`src/rtl/zle_pkg.sv`:
```
// Shared constants for the zero run-length (ZLE) encoder/decoder pair.
// Holds the default word width, token layout, FSM state encodings and the
// decoder control-strobe bundle.
package zle_pkg;

   // Default data word width; a token is one bit wider (RUN flag on top).
   localparam int ZLE_W       = 7;
   localparam int ZLE_TOK_W   = ZLE_W + 1;
   // Run down-counter width; must be at least ZLE_W.
   localparam int ZLE_CW      = 7;
   // Bit position of the RUN flag inside a token.
   localparam int ZLE_RUN_BIT = ZLE_W;
   // Largest run payload; the encoder's cnt_eq_127 flag uses the same value.
   localparam logic [ZLE_W-1:0] ZLE_MAX_RUN = 7'd127;

   // Decoder FSM encodings (2-bit to stay compatible with legacy debug taps).
   localparam logic [1:0] S_PASS = 2'd0;
   localparam logic [1:0] S_RUN  = 2'd1;

   // One-cycle strobes from the decoder FSM to the datapath.
   typedef struct packed {
      logic ld_lit;   // load payload as a literal word
      logic ld_run;   // load first zero of a run and the run counter
      logic dec;      // load another zero and decrement the run counter
      logic ov_clr;   // output register drained with nothing to refill
   } zle_dec_ctl_t;

endpackage

```
`src/rtl/zle_b_dec_fsm.sv`:
```
// Control FSM of the ZLE decoder. Owns only the state register; the
// datapath in zle_b_dec supplies the flags and acts on the strobes.
module zle_b_dec_fsm
   import zle_pkg::*;
(
   input  logic         clock,
   input  logic         reset,
   input  logic         i_v,
   input  logic         out_free,
   input  logic         f_run,
   input  logic         f_payload_eq_0,
   input  logic         f_cnt_eq_1,
   output logic         i_b,
   output zle_dec_ctl_t ctl,
   output logic [1:0]   state
);

   logic [1:0] state_r;
   logic [1:0] state_nxt_s;

   // Next-state, input back-pressure and datapath strobe decode
   always_comb begin
      state_nxt_s = state_r;
      i_b         = 1'b0;
      ctl         = zle_dec_ctl_t'(4'b0000);
      case (state_r)
         S_PASS: begin
            i_b = !out_free;
            if (i_v && out_free) begin
               if (f_run) begin
                  ctl.ld_run = 1'b1;
                  // A zero payload is a one-word run: already fully emitted.
                  if (!f_payload_eq_0) begin
                     state_nxt_s = S_RUN;
                  end else begin
                     state_nxt_s = S_PASS;
                  end
               end else begin
                  ctl.ld_lit  = 1'b1;
                  state_nxt_s = S_PASS;
               end
            end else if (out_free) begin
               ctl.ov_clr  = 1'b1;
               state_nxt_s = S_PASS;
            end else begin
               state_nxt_s = S_PASS;
            end
         end
         S_RUN: begin
            // No tokens are taken while a run is being expanded.
            i_b = 1'b1;
            if (out_free) begin
               ctl.dec = 1'b1;
               if (f_cnt_eq_1) begin
                  state_nxt_s = S_PASS;
               end else begin
                  state_nxt_s = S_RUN;
               end
            end else begin
               state_nxt_s = S_RUN;
            end
         end
         default: begin
            // Unreachable encodings: poison outputs, recover to S_PASS.
            i_b         = 1'bx;
            ctl         = zle_dec_ctl_t'(4'bxxxx);
            state_nxt_s = S_PASS;
         end
      endcase
   end

   // State register
   always_ff @(posedge clock or negedge reset) begin
      if (!reset) begin
         state_r <= S_PASS;
      end else begin
         state_r <= state_nxt_s;
      end
   end

   assign state = state_r;

endmodule

```
`src/rtl/zle_b_dec.sv`:
```
// ZLE decoder top: turns W+1-bit tokens back into W-bit words. A literal
// token emits its payload; a run token emits payload+1 zero words. Both
// sides use the v/b handshake (transfer when v=1 and b=0). The output is a
// single registered entry that may drain and refill in the same cycle.
module zle_b_dec
   import zle_pkg::*;
#(
   parameter int W  = ZLE_W,
   parameter int CW = ZLE_CW
)
(
   input  logic         clock,
   input  logic         reset,
   input  logic         i_v,
   output logic         i_b,
   input  logic [W:0]   i_d,
   output logic         o_v,
   input  logic         o_b,
   output logic [W-1:0] o_d,
   output logic [1:0]   stateo
);

   localparam logic [W-1:0]  WORD_ZERO = {W{1'b0}};
   localparam logic [CW-1:0] CNT_ZERO  = {CW{1'b0}};
   localparam logic [CW-1:0] CNT_ONE   = {{(CW-1){1'b0}}, 1'b1};

   logic         o_v_r;
   logic [W-1:0] o_d_r;
   logic [CW-1:0] cnt_r;

   logic         out_free_s;
   logic         f_run_s;
   logic         f_payload_eq_0_s;
   logic         f_cnt_eq_1_s;
   logic [W-1:0] payload_s;
   zle_dec_ctl_t ctl_s;

   assign payload_s        = i_d[W-1:0];
   assign f_run_s          = i_d[W];
   assign f_payload_eq_0_s = (payload_s == WORD_ZERO);
   assign f_cnt_eq_1_s     = (cnt_r == CNT_ONE);
   // Output slot can take a new word if empty or being drained this cycle.
   assign out_free_s       = !o_v_r || !o_b;

   zle_b_dec_fsm u_fsm (
      .clock          (clock),
      .reset          (reset),
      .i_v            (i_v),
      .out_free       (out_free_s),
      .f_run          (f_run_s),
      .f_payload_eq_0 (f_payload_eq_0_s),
      .f_cnt_eq_1     (f_cnt_eq_1_s),
      .i_b            (i_b),
      .ctl            (ctl_s),
      .state          (stateo)
   );

   // Output register and run down-counter
   always_ff @(posedge clock or negedge reset) begin
      if (!reset) begin
         o_v_r <= 1'b0;
         o_d_r <= WORD_ZERO;
         cnt_r <= CNT_ZERO;
      end else if (ctl_s.ld_lit) begin
         o_v_r <= 1'b1;
         o_d_r <= payload_s;
         cnt_r <= cnt_r;
      end else if (ctl_s.ld_run) begin
         // First zero goes out now; cnt holds the zeros still owed.
         o_v_r <= 1'b1;
         o_d_r <= WORD_ZERO;
         cnt_r <= CW'(payload_s);
      end else if (ctl_s.dec) begin
         o_v_r <= 1'b1;
         o_d_r <= WORD_ZERO;
         cnt_r <= cnt_r - CNT_ONE;
      end else if (ctl_s.ov_clr) begin
         o_v_r <= 1'b0;
         o_d_r <= o_d_r;
         cnt_r <= cnt_r;
      end else begin
         o_v_r <= o_v_r;
         o_d_r <= o_d_r;
         cnt_r <= cnt_r;
      end
   end

   assign o_v = o_v_r;
   assign o_d = o_d_r;

endmodule
```
`config.mk`:
```
export PLATFORM = sky130hd
export DESIGN_NAME = zle_b_dec
export DESIGN_NICKNAME = d
export VERILOG_FILES = /design/src/rtl/zle_pkg.sv /design/src/rtl/zle_b_dec_fsm.sv /design/src/rtl/zle_b_dec.sv
export SDC_FILE = /design/constraint.sdc
export NUM_CORES = 1
export LEC_CHECK = 0
export ABC_AREA = 1
export CAP_MARGIN = 20
export CELL_PAD_IN_SITES_DETAIL_PLACEMENT = 0
export CELL_PAD_IN_SITES_GLOBAL_PLACEMENT = 1
export CORE_MARGIN = 5
export CORE_UTILIZATION = 36
export DETAILED_ROUTE_END_ITERATION = 10
export GPL_ROUTABILITY_DRIVEN = 0
export GPL_TIMING_DRIVEN = 0
export HOLD_SLACK_MARGIN = 0.08
export PLACE_DENSITY = 0.89
export SYNTH_ARGS = -nofsm -noshare
export SYNTH_HDL_FRONTEND = slang
export SYNTH_SLANG_ARGS = --single-unit
export TNS_END_PERCENT = 5
```
`constraint.sdc`:
```
create_clock -name clock -period 3.75 [get_ports clock]
set_input_delay 0.9375 -clock clock [delete_from_list [all_inputs] [get_ports clock]]
set_output_delay 0.9375 -clock clock [all_outputs]
set_load 0.02 [all_outputs]
```
==> flow_metrics.py <==
metrics = {
    "clocking": {
        "holdBufCountCts": 0,
        "cts_buffer_depth": 2,
        "clk_latency_ps": 290,
        "root_buffer": "clkbuf_4",
        "htreeDepth": 1,
        "clk_pin_slew_ps": 90,
        "cts.repair.resized": 0,
        "cts_tree": "done",
        "cts_setup_buffers": 0,
        "cts_made_buffers": 3,
        "cts_sinks": 16,
    },
    "worst_setup_path": {
        "slowest_delay_ps": 620,
        "cp_top_family": "buffers and inverters",
        "cp_slowest_cell": "clkdlybuf4s50_1",
        "criticalPathCategory": "in2out",
        "path_cells": "clkdlybuf4s50_1, nand2_2, nand2_1, clkdlybuf4s50_1",
        "worstPathRequired_ps": 2810,
        "end_kind": "output pin",
        "path_buf_inv": 2,
        "crit_path_max_fanout": 6,
        "startpoint_type": "input port",
        "crit_top_cell": "clkdlybuf4s50_1",
        "arrival_ps": 2240,
    },
    "routing": {
        "drt_iter0_drc": 24,
        "firstDrtPassIters": 4,
        "post_drt_wl_per_cell_um": 12.5,
        "drtAntennaViolNets": 0,
        "route.detailed.drc": 0,
        "viasPerCell": 4.84,
        "wirelength_um": 2150,
        "vias": 833,
    },
    "global_route": {
        "grt_max_degree": 17,
        "grt_pass1_wl_um": 3890,
        "first_global_vias": 841,
        "grtUsageTotal_pct": 14.9,
        "grt.overflow.total": 0,
        "antenna_found_initial": 0,
    },
    "finish": {
        "nNetsFinal": 159,
        "syn_to_final_growth_pct": 32.1,
        "n_antenna_cell": 0,
        "fill_cells": 222,
        "drive_gt1_share_pct": 9.03,
    },
    "placed_design": {
        "dp_hpwl_um": 1680,
        "io_buffers": 21,
    },
    "yosys": {
        "synth_area_leaders": "dfrtp_1 46%, nand2_1 13%, o21ai_0 7.4%",
        "synth.top_cell.area_share_pct": 45.6,
        "ys_types": 18,
        "syn_inst": 119,
        "syn_nets": 133,
        "yosysSeqAreaShare_pct": 45.6,
        "synthesis.area_sq_um": 877,
        "synth_top_area_cell": "dfrtp_1",
        "synth-seq-cells": 16,
        "avgSynthCellArea_sq_um": 7.37,
        "ys_warn_count": 0,
    },
    "sta": {
        "worst_slew_pin_slew_ps": 715,
        "setup_viol": 0,
        "skew_ps": 1.93,
        "whs_ps": 500,
        "hold_viol_final": 0,
        "post-route-period-util_pct": 84.6,
        "tns_ps": 0,
        "report.final.slew_viol_count": 0,
        "period_needed_ps": 3170,
        "max_slew_margin_pct": 52.2,
        "rsz0062_at_grt": "no",
        "fmax_mhz": 315,
    },
    "min_path": {
        "hold_class": "reg2reg",
    },
    "floorplan": {
        "die_x_um": 59.4,
        "start_util_pct": 38.5,
        "die_h_um": 59.4,
        "placementRows": 17,
        "core_area_sq_um": 2280,
        "die_area_sq_um": 3520,
        "floorplan.io_pins": 23,
    },
    "run": {
        "max-cap-violations": 0,
    },
    "power_and_ir_drop": {
        "vdd_drop_max_v": 0.000353,
        "p_per_area_nw_per_um2": 593,
        "cellLeakagePower_nw": 0.570,
    },
    "run_status": {
        "status": "complete, no violations",
    },
}
Yosys cell counts:
| cell | instances |
|---|---|
| nand2_1 | 30 |
| inv_1 | 17 |
| dfrtp_1 | 16 |
| o21ai_0 | 13 |
| nand3_1 | 10 |
| nor2_1 | 9 |
| o21ai_1 | 5 |
| a21oi_1 | 3 |
| inv_2 | 3 |
| nand4_1 | 3 |
| ha_1 | 2 |
| nand2_2 | 2 |
| a21oi_2 | 1 |
| buf_4 | 1 |
| buf_6 | 1 |
| conb_1 | 1 |
| nor2_2 | 1 |
| o22ai_1 | 1 |
cell usage in the layout (no fill, tap or decap):
cell type / count
a21oi_1: 3
a21oi_2: 1
buf_4: 1
buf_6: 1
clkbuf_4: 3
clkbuf_8: 1
clkdlybuf4s50_1: 21
conb_1: 1
dfrtp_1: 16
ha_1: 2
inv_1: 17
inv_2: 3
nand2_1: 30
nand2_2: 2
nand3_1: 10
nand4_1: 3
nor2_1: 9
nor2_2: 1
o21ai_0: 13
o21ai_1: 5
o22ai_1: 1
stage by stage:
| stage | worst slack, ps | area, sq um | instances | total power [mW] | utilization (%) |
|---|---|---|---|---|---|
| 2_1_floorplan | 1600 | 877 | 119 | 0.467 | - |
| 3_3_place_gp | 576 | 1120 | 168 | 0.563 | 49.3 |
| 3_5_place_dp | 569 | 1120 | 168 | 0.573 | 49.3 |
| 4_1_cts | 569 | 1160 | 172 | 0.692 | 50.9 |
| 5_1_grt | 513 | 1160 | 172 | 0.755 | 50.9 |
| 6_report | 576 | 1160 | 172 | 0.686 | 50.9 |
logic make-up after synthesis:
group | Yosys count | synth area share, %
compound gates | 23 | 13.7
fa+ha+maj | 2 | 2.85
buf+inv | 22 | 10.7
flops | 16 | 45.6
other cells | 1 | 0.428
simple gates | 55 | 26.7
metal layers:
layer  share of wire, %  up-vias  track usage (%)
li1                   -      427                -
met1                 44      384             19.5
met2                 50       18             23.6
met3                4.3        4             4.79
met4                1.3        0             3.88
met5                  0        -                0
flip-flops by register name (all words and copies together) (netlist names):
name	cells
u_fsm.state	1
o_d	7
o_v	1
cnt_r	7
worst register-to-register path, delay by kind of cell (launching register included):
kind / cells / cell delay, ps
compound gates: 1 / 80
simple gates: 4 / 390
fa+ha+maj: 1 / 250
buf+inv: 2 / 240
flops: 1 / 400
worst paths after layout:
| kind | start | endpoint | slack (ps) | cells past startpoint |
|---|---|---|---|---|
| max | o_b | i_b | 580 | 4 |
| min | o_d[4] | o_d[4] | 500 | 2 |
| max reg2reg | cnt_r[0] | cnt_r[4] | 2350 | 8 |
| min reg2reg | o_d[4] | o_d[4] | 500 | 2 |
| max in group asynchronous | reset | cnt_r[5] | 2240 | 1 |
| min in group asynchronous | reset | o_d[0] | 1060 | 1 |
layout make-up:
class	count	area, sq um	share of cell area (%)
flip-flops and latches	16	400	34.6
multi-input cells	81	383	33.0
repair buffers	21	210	18.1
inverters	20	75.1	6.48
clock buffers	4	36.3	3.13
well taps	28	35.0	3.02
plain buffers	2	18.8	1.62
power breakdown:
| part | switching [mW] | internal [mW] | leakage [nW] | total, mW |
|---|---|---|---|---|
| clock network | 0.0577 | 0.0592 | 0.0210 | 0.117 |
| registers | 0.0414 | 0.221 | 0.201 | 0.263 |
| logic | 0.188 | 0.119 | 0.348 | 0.307 |
(Power assumes the default switching activity.)
